$ cat config.mk
export PLATFORM = sky130hd
export DESIGN_NAME = ram_port_arbiter
export DESIGN_NICKNAME = d
export VERILOG_FILES = /design/src/rtl/simd_ram_arb_pkg.sv /design/src/rtl/rr_arbiter.sv /design/src/rtl/ram_port_arbiter.sv
export SDC_FILE = /design/constraint.sdc
export NUM_CORES = 1
export LEC_CHECK = 0
export BUFFER_PORTS_ARGS = -buffer_cell sky130_fd_sc_hd__buf_2
export CORE_AREA = 10 10 128 130
export CTS_CLUSTER_DIAMETER = 30
export DETAILED_ROUTE_END_ITERATION = 8
export DIE_AREA = 0 0 138 140
export GPL_ROUTABILITY_DRIVEN = 1
export PLACE_DENSITY_LB_ADDON = 0.05
export SLEW_MARGIN = 10
export SYNTH_ARGS = -nofsm -noshare
export SYNTH_HDL_FRONTEND = slang
export SYNTH_SLANG_ARGS = --single-unit
$ cat constraint.sdc
create_clock -name clk -period 9.89 [get_ports clk]
set_input_delay 1.978 -clock clk [delete_from_list [all_inputs] [get_ports clk]]
set_output_delay 1.978 -clock clk [all_outputs]
set_load 0.01 [all_outputs]
$ cat src/rtl/simd_ram_arb_pkg.sv
// Shared constants and helpers for the RAM port arbiter.
package simd_ram_arb_pkg;

  // Default requester count.
  localparam int NUM_REQ_DEFAULT = 4;

  // Supported requester range.
  localparam int NUM_REQ_MIN = 2;
  localparam int NUM_REQ_MAX = 8;

  // Width of a requester index.
  // Clamped to 1 so that a degenerate count still yields a legal vector.
  function automatic int id_width(input int num_req);
    return (num_req <= 1) ? 1 : $clog2(num_req);
  endfunction

  // Low bit of slice idx in a packed bus of width-bit fields.
  function automatic int slice_lo(input int idx, input int width);
    return idx * width;
  endfunction

  // High bit of slice idx in a packed bus of width-bit fields.
  function automatic int slice_hi(input int idx, input int width);
    return (idx * width) + width - 1;
  endfunction

endpackage

$ cat src/rtl/rr_arbiter.sv
// Round-robin arbiter: combinational one-hot grant from the requests and a
// registered priority pointer that moves to one past the last winner.
module rr_arbiter
  import simd_ram_arb_pkg::*;
#(
  parameter int N  = NUM_REQ_DEFAULT,
  parameter int PW = id_width(N)
) (
  input  logic          clk,
  input  logic          reset,
  input  logic [N-1:0]  req,
  output logic [N-1:0]  gnt,
  output logic [PW-1:0] gnt_id,
  output logic          gnt_any
);

  logic [PW-1:0] ptr_reg;
  logic [PW-1:0] ptr_next;

  // Scan requesters from the pointer upward, wrapping at N; first hit wins.
  // Grants are forced off while reset is high.
  always_comb begin
    int idx;
    logic found;
    gnt     = '0;
    gnt_id  = '0;
    gnt_any = 1'b0;
    found   = 1'b0;
    idx     = 0;
    for (int k = 0; k < N; k++) begin
      idx = int'(ptr_reg) + k;
      if (idx >= N) begin
        idx = idx - N;
      end
      if (!found && req[idx] && !reset) begin
        found       = 1'b1;
        gnt[idx]    = 1'b1;
        gnt_id      = PW'(idx);
      end
    end
    gnt_any = found;
  end

  // Next pointer: one past the winner (wrapping), otherwise hold.
  always_comb begin
    ptr_next = ptr_reg;
    if (gnt_any) begin
      if (gnt_id == PW'(N - 1)) begin
        ptr_next = '0;
      end else begin
        ptr_next = gnt_id + PW'(1);
      end
    end
  end

  // Pointer register; reset returns priority to requester 0.
  always_ff @(posedge clk) begin
    if (reset) begin
      ptr_reg <= '0;
    end else begin
      ptr_reg <= ptr_next;
    end
  end

endmodule

$ cat src/rtl/ram_port_arbiter.sv
// Arbitrates NUM_REQ requesters onto a single-read / single-write RAM.
// Read and write ports have independent round-robin arbiters. Read data
// returns one cycle after the grant, tagged with the granted requester.
module ram_port_arbiter
  import simd_ram_arb_pkg::*;
#(
  parameter int NUM_REQ    = NUM_REQ_DEFAULT,
  parameter int DATA_WIDTH = 32,
  parameter int ADDR_WIDTH = 10
) (
  input  logic                           clk,
  input  logic                           reset,
  // read requesters
  input  logic [NUM_REQ-1:0]             rd_req,
  input  logic [NUM_REQ*ADDR_WIDTH-1:0]  rd_addr,
  output logic [NUM_REQ-1:0]             rd_gnt,
  output logic                           rd_rsp_valid,
  output logic [id_width(NUM_REQ)-1:0]   rd_rsp_id,
  output logic [DATA_WIDTH-1:0]          rd_rsp_data,
  // write requesters
  input  logic [NUM_REQ-1:0]             wr_req,
  input  logic [NUM_REQ*ADDR_WIDTH-1:0]  wr_addr,
  input  logic [NUM_REQ*DATA_WIDTH-1:0]  wr_data,
  output logic [NUM_REQ-1:0]             wr_gnt,
  // RAM read port
  output logic                           ram_read_req,
  output logic [ADDR_WIDTH-1:0]          ram_read_addr,
  input  logic [DATA_WIDTH-1:0]          ram_read_data,
  // RAM write port
  output logic                           ram_write_req,
  output logic [ADDR_WIDTH-1:0]          ram_write_addr,
  output logic [DATA_WIDTH-1:0]          ram_write_data
);

  localparam int ID_W = id_width(NUM_REQ);

  logic [ID_W-1:0] rd_gnt_id;
  logic [ID_W-1:0] wr_gnt_id;
  logic            rd_gnt_any;
  logic            wr_gnt_any;

  logic            rsp_valid_reg;
  logic [ID_W-1:0] rsp_id_reg;

  // Per-requester slices, zeroed unless that requester holds the grant, so
  // the RAM-side buses are a plain OR and read as 0 when idle.
  logic [ADDR_WIDTH-1:0] rd_addr_masked [NUM_REQ];
  logic [ADDR_WIDTH-1:0] wr_addr_masked [NUM_REQ];
  logic [DATA_WIDTH-1:0] wr_data_masked [NUM_REQ];

  rr_arbiter #(
    .N  (NUM_REQ),
    .PW (ID_W)
  ) u_rd_arb (
    .clk     (clk),
    .reset   (reset),
    .req     (rd_req),
    .gnt     (rd_gnt),
    .gnt_id  (rd_gnt_id),
    .gnt_any (rd_gnt_any)
  );

  rr_arbiter #(
    .N  (NUM_REQ),
    .PW (ID_W)
  ) u_wr_arb (
    .clk     (clk),
    .reset   (reset),
    .req     (wr_req),
    .gnt     (wr_gnt),
    .gnt_id  (wr_gnt_id),
    .gnt_any (wr_gnt_any)
  );

  genvar gi;
  generate
    for (gi = 0; gi < NUM_REQ; gi++) begin : g_slice
      assign rd_addr_masked[gi] = rd_gnt[gi]
        ? rd_addr[slice_lo(gi, ADDR_WIDTH) +: ADDR_WIDTH] : '0;
      assign wr_addr_masked[gi] = wr_gnt[gi]
        ? wr_addr[slice_lo(gi, ADDR_WIDTH) +: ADDR_WIDTH] : '0;
      assign wr_data_masked[gi] = wr_gnt[gi]
        ? wr_data[slice_lo(gi, DATA_WIDTH) +: DATA_WIDTH] : '0;
    end
  endgenerate

  // Collapse the masked slices onto the RAM ports.
  always_comb begin
    ram_read_addr  = '0;
    ram_write_addr = '0;
    ram_write_data = '0;
    for (int i = 0; i < NUM_REQ; i++) begin
      ram_read_addr  = ram_read_addr  | rd_addr_masked[i];
      ram_write_addr = ram_write_addr | wr_addr_masked[i];
      ram_write_data = ram_write_data | wr_data_masked[i];
    end
  end

  assign ram_read_req  = rd_gnt_any;
  assign ram_write_req = wr_gnt_any;

  // Track which requester the RAM's next read word belongs to.
  always_ff @(posedge clk) begin
    if (reset) begin
      rsp_valid_reg <= 1'b0;
      rsp_id_reg    <= '0;
    end else begin
      rsp_valid_reg <= rd_gnt_any;
      if (rd_gnt_any) begin
        rsp_id_reg <= rd_gnt_id;
      end
    end
  end

  // A grant issued just before reset would otherwise surface as a response
  // in the first reset cycle, so the outputs are also gated by reset.
  assign rd_rsp_valid = rsp_valid_reg & ~reset;
  assign rd_rsp_id    = reset ? '0 : rsp_id_reg;

  // The RAM already registers its output; pass it straight through.
  assign rd_rsp_data  = ram_read_data;

endmodule

==> results.cfg, run 1 <==
[final_layout]
area.growth.synth_to_final_pct = 35.6
layout-drive-gt1-share = 0.418
nets = 1006
nFillCells = 1542
multi_input_area_um2 = 3180
seqCellArea_um2 = 140

[synth]
yosysSeqAreaShare = 0.0371
synth_cells = 539
synth_area_leaders = a22oi_1, a21oi_1, a222oi_1, buf_4, nand2_1
yosys.area.top_type_share = 0.205
yosysWarnings = 0
synth_nets = 804
synth-seq-cells = 7
async_flop_share = 0
synth_area_leader_cell = a22oi_1
synth_enable_flop_cells = 0
synth-main-ff-cell = dfxtp_1
syn_avg_cell_area_um2 = 7.00
synth_cell_types = 55
synthesis.area_um2 = 3770

[power]
powerDensity_nw_per_um2 = 236
total_power_w = 0.00121
p_leak_nw = 2.50
ir_drop_uv = 109

[clock_tree]
cts_tree = yes
post_cts_resized = 0
clk_latency_ns = 0.23
clkSlewWorstSetupHoldPaths_ns = 0.03
cts-root-buf = clkbuf_16
htreeDepth = 1
cts_buffer_depth = 2
hold_buffers = 0
cts_buffers = 3
post-cts-setup-buffer-count = 0
cts_sinks = 7

[sta]
setup_slack_ns = 2.96
slew_violations = 0
hold_viol = 0
fin_crit_sh = 0.700
slew_headroom = 0.211
fin_setup_tns_ns = 0
max_freq_mhz = 144
finalClockSkew_ns = 0.000102
rsz0062_at_grt = no
setup_viol = 0
worstMarginPinSlew_ns = 1.18
layout_min_cycle_time_ns = 6.93

[setup_path]
crit_slowest_cell = nor3_4
path_buf_inv = 3
critPathMaxFanout = 25
cpMostUsedCell = buf_2
max_stage_delay_ns = 0.78
critical_path.cell_chain = buf_2 -> mux4_2 -> nor2b_1 -> a221oi_1 -> nor3_4 -> buf_4 -> a222oi_1 -> nand2_1 -> buf_2
end_kind = output pin
critPathTopFamily = simple AND/OR/NAND/NOR gates
path_class = input port to output pin
required_ns = 7.91
worstPathArrival_ns = 4.95
startpoint_type = input port

[outcome]
status = finished clean

[grt]
grt_overflow = 0
grtUsageTotal = 0.198
antenna_found_initial = 4
grt_pass1_vias = 5628
grt_max_degree = 47
grt_pass1_wl_um = 32600

[floorplanning]
fp.dieW_um = 138
start_util = 0.274
dieArea_um2 = 19300
core_area_um2 = 13800
ioPinCount = 347
die_h_um = 140
fp-row-count = 43

[placement]
hpwlAfterDp_um = 16000
routabilityCongestion = 0.906
dp_slack_ns = 2.99
portBuffers = 282

[drt]
firstDrtPassIters = 8
ant_nets = 0
viasPerCell = 6.22
drt-total-wl_um = 21600
drt-initial-drc-count = 816
wl_per_cell_um = 23.3
drc = 0
vias = 5745

[job]
drv_cap = 0

[min_path]
hp-class = register to register
==> where the power goes <==
group | switching (W) | total, W | internal, W
sequential | 0.0000270 | 0.0000660 | 0.0000390
clock | 0.0000149 | 0.0000685 | 0.0000536
combinational | 0.000644 | 0.00108 | 0.000431
==> path summary, 6_finish.rpt <==
| kind | start | to | slack (ns) | cells after the start |
|---|---|---|---|---|
| hold / removal | rsp_id_reg[0] | rsp_id_reg[0] | 0.49 | 1 |
| setup reg to reg | u_wr_arb.ptr_reg[0] | u_wr_arb.ptr_reg[1] | 6.69 | 8 |
| hold reg to reg | rsp_id_reg[0] | rsp_id_reg[0] | 0.49 | 1 |
| setup / recovery | wr_req[2] | ram_write_data[29] | 2.96 | 9 |
==> layout make-up <==
type / instances / share of cell area
antenna: 4 / 0.00196
clock buffer: 4 / 0.0154
inverter: 10 / 0.00734
multi-input combinational: 432 / 0.621
sequential: 7 / 0.0274
tap: 180 / 0.0440
timing repair buffer: 287 / 0.283
==> kinds of logic (layout without fill, tap and decap cells) <==
kind of cell,Yosys count,in the layout,share of synthesized area
buffers and inverters,100,301,0.141
adder cells (fa/ha/maj),15,15,0.0498
AO/OA/AOI/OAI,307,307,0.602
other,0,4,0
AND/OR/NAND/NOR,98,98,0.125
flip-flops,7,7,0.0371
multiplexers,11,11,0.0428
XOR/XNOR,1,1,0.00232
==> synthesized netlist by cell type, types with 3 or more instances <==
cell      instances
a22oi_1         103
a21oi_1          89
nand2_1          59
a222oi_1         43
clkbuf_1         39
buf_4            33
a221o_1          20
ha_1             15
a22o_1           12
buf_2            12
nor2_1           10
a21o_1            9
inv_1             9
dfxtp_1           7
mux2i_1           6
nand2b_1          6
o21ai_0           5
a221oi_1          4
mux4_2            4
nor2b_1           4
buf_1             3
nand3b_1          3
nor3_2            3
nor4_1            3
==> layout by cell type, fill, tap and decap left out, drive strengths merged, types with 2 or more instances in the layout <==
cell type,Yosys,final
a22o,12,12
nor4,3,3
clkbuf,40,4
buf,50,287
nor2,10,10
a21oi,89,89
a2111oi,3,3
mux2i,6,6
nor3,4,4
inv,9,9
a22oi,103,103
diode,0,4
a222oi,43,43
a21o,9,9
a221o,20,20
o21ai,5,5
mux4,4,4
nor2b,4,4
nand2b,6,6
o31a,2,2
a31oi,2,2
nor3b,3,3
dfxtp,7,7
o22ai,2,2
and2,2,2
a31o,2,2
a221oi,4,4
nand2,59,59
nand3b,3,3
ha,15,15
==> layer usage <==
metal / vias to the layer above / part of all wire / global-route usage
met5: - / 0 / 0
met4: 0 / 0.025 / 0.0527
met3: 48 / 0.085 / 0.0399
met2: 340 / 0.49 / 0.339
met1: 2754 / 0.40 / 0.247
li1: 2603 / - / -
==> worst reg2reg max path: cells and delay by family, from the launching register on <==
kind / cells / cell delay, ns
XOR/XNOR: 1 / 0.19
AO/OA/AOI/OAI: 4 / 1.17
adder cells (fa/ha/maj): 1 / 0.48
AND/OR/NAND/NOR: 1 / 0.21
flip-flops: 1 / 0.69
buffers and inverters: 1 / 0.32
==> metrics by stage <==
stage | area [um^2] | util | std cells | hold slack, ns
global route | 5120 | 0.371 | 924 | 0.523
global placement | 5010 | 0.364 | 916 | 0.472
detailed placement | 5030 | 0.365 | 916 | 0.473
CTS | 5110 | 0.371 | 920 | 0.491
finish | 5120 | 0.371 | 924 | 0.487
floorplan | 3770 | - | 539 | 0.452
(Power assumes the default switching activity.)
==> run 2: changes to the inputs <==
- CORE_AREA: 10 10 128 130 -> 10 10 125 127
- DIE_AREA: 0 0 138 140 -> 0 0 135 137
- clock period: 9.89 -> 6.3 ns (I/O delays scaled with it)
==> run 2 against run 1 <==
Non-clock buffer count is 5 higher. First-iteration DRC count decreased by 8.0%. Sequential power increased by 53%. Critical path depth is 1 higher. Total power is 57% higher. Setup slack lost 2.0 ns. Sequential share of layout area barely moved. Largest power group unchanged.
==> results.cfg, run 2 (same netlist as run 1, synthesis figures left out) <==
[power]
p_leak_nw = 2.53
powerDensity_nw_per_um2 = 370
ir_drop_uv = 157

[clock_tree]
cts_sinks = 7
cts-root-buf = clkbuf_16
clkSlewWorstSetupHoldPaths_ns = 0.04
hold_buffers = 0
cts_tree = yes
post-cts-setup-buffer-count = 0
htreeDepth = 1
post_cts_resized = 0
cts_buffers = 3
cts_buffer_depth = 2
clk_latency_ns = 0.24

[floorplanning]
die_h_um = 137
dieArea_um2 = 18500
start_util = 0.288
fp-row-count = 42
ioPinCount = 347
core_area_um2 = 13100
fp.dieW_um = 135

[sta]
rsz0062_at_grt = no
worstMarginPinSlew_ns = 1.24
finalClockSkew_ns = 0.000184
setup_viol = 0
slew_headroom = 0.175
hold_viol = 0
slew_violations = 0
fin_crit_sh = 0.843
layout_min_cycle_time_ns = 5.31
max_freq_mhz = 188
setup_slack_ns = 0.988
fin_setup_tns_ns = 0

[setup_path]
critPathMaxFanout = 36
worstPathArrival_ns = 4.05
startpoint_type = register
r2r_setup_slack_ns = 3.12
required_ns = 5.04
end_kind = output pin
path_class = register to output pin

[placement]
placedCellCount = 917
hpwlAfterDp_um = 16400
portBuffers = 282
post_dp_cell_area_um2 = 5050
dp_slack_ns = 1.29
routabilityCongestion = 0.849

[grt]
grt_overflow = 0
grt_pass1_wl_um = 32000
grt_max_degree = 45
grtUsageTotal = 0.209
grt_pass1_vias = 5580
antenna_found_initial = 3

[drt]
ant_nets = 0
firstDrtPassIters = 7
drt-total-wl_um = 21800
vias = 5784
drc = 0
drt-initial-drc-count = 751
viasPerCell = 6.26
wl_per_cell_um = 23.6

[final_layout]
fin_cells = 924
layout-drive-gt1-share = 0.419
layout_common_cells = buf_2, a22oi_1, a21oi_1, nand2_1, a222oi_1
nets = 1011
final_common_cell = buf_2
fin_area_um2 = 5140
area.growth.synth_to_final_pct = 36.3

[min_path]
hp-class = register to register

[job]
drv_cap = 0

[outcome]
status = finished clean
[run 2: path summary, 6_finish.rpt]
| kind | from | end | depth (start not counted) |
|---|---|---|---|
| max | u_wr_arb.ptr_reg[0] | ram_write_addr[4] | 10 |
| min | rsp_id_reg[1] | rsp_id_reg[1] | 1 |
| max reg2reg | u_rd_arb.ptr_reg[0] | u_rd_arb.ptr_reg[1] | 9 |
| min reg2reg | rsp_id_reg[1] | rsp_id_reg[1] | 1 |
[run 2: worst max-delay path, stage by stage, from the launching register on]
cell and delay, ns:
dfxtp_1 0.66, inv_1 0.28, ha_1 0.48, mux4_2 0.63
nor2b_1 0.33, a221oi_1 0.19, nor2_4 0.30, buf_4 0.46
a222oi_1 0.16, nand2_1 0.13, buf_2 0.15
[run 2: final cells by class]
| class | count | area [um^2] |
|---|---|---|
| Multi-Input combinational cell | 432 | 3160 |
| Timing Repair Buffer | 292 | 1500 |
| Sequential cell | 7 | 140 |
| Antenna cell | 3 | 7.51 |
| Tap cell | 176 | 220 |
| Inverter | 10 | 37.5 |
| Fill cell | 1438 | 7940 |
| Clock buffer | 4 | 78.8 |
[run 2: where the power goes]
part | internal [W] | switching [W]
combinational | 0.000687 | 0.00100
clock | 0.0000845 | 0.0000277
sequential | 0.0000612 | 0.0000400
[run 2: per-stage QoR]
step / total power, W / hold slack (ns) / utilization
6_report: 0.00190 / 0.482 / 0.393
5_1_grt: 0.00207 / 0.516 / 0.393
4_1_cts: 0.00191 / 0.487 / 0.392
3_5_place_dp: 0.00180 / 0.470 / 0.386
3_3_place_gp: 0.00178 / 0.464 / 0.386
2_1_floorplan: 0.00121 / 0.452 / -
[run 2: per-layer routing]
| layer | track usage | wire [um] | part of all wire | vias to the layer above |
|---|---|---|---|---|
| met2 | 0.363 | 10800 | 0.49 | 327 |
| met1 | 0.254 | 8570 | 0.39 | 2788 |
| met5 | 0 | 0 | 0 | - |
| met3 | 0.0396 | 1850 | 0.085 | 51 |
| met4 | 0.0652 | 593 | 0.027 | 0 |
| li1 | - | - | - | 2618 |
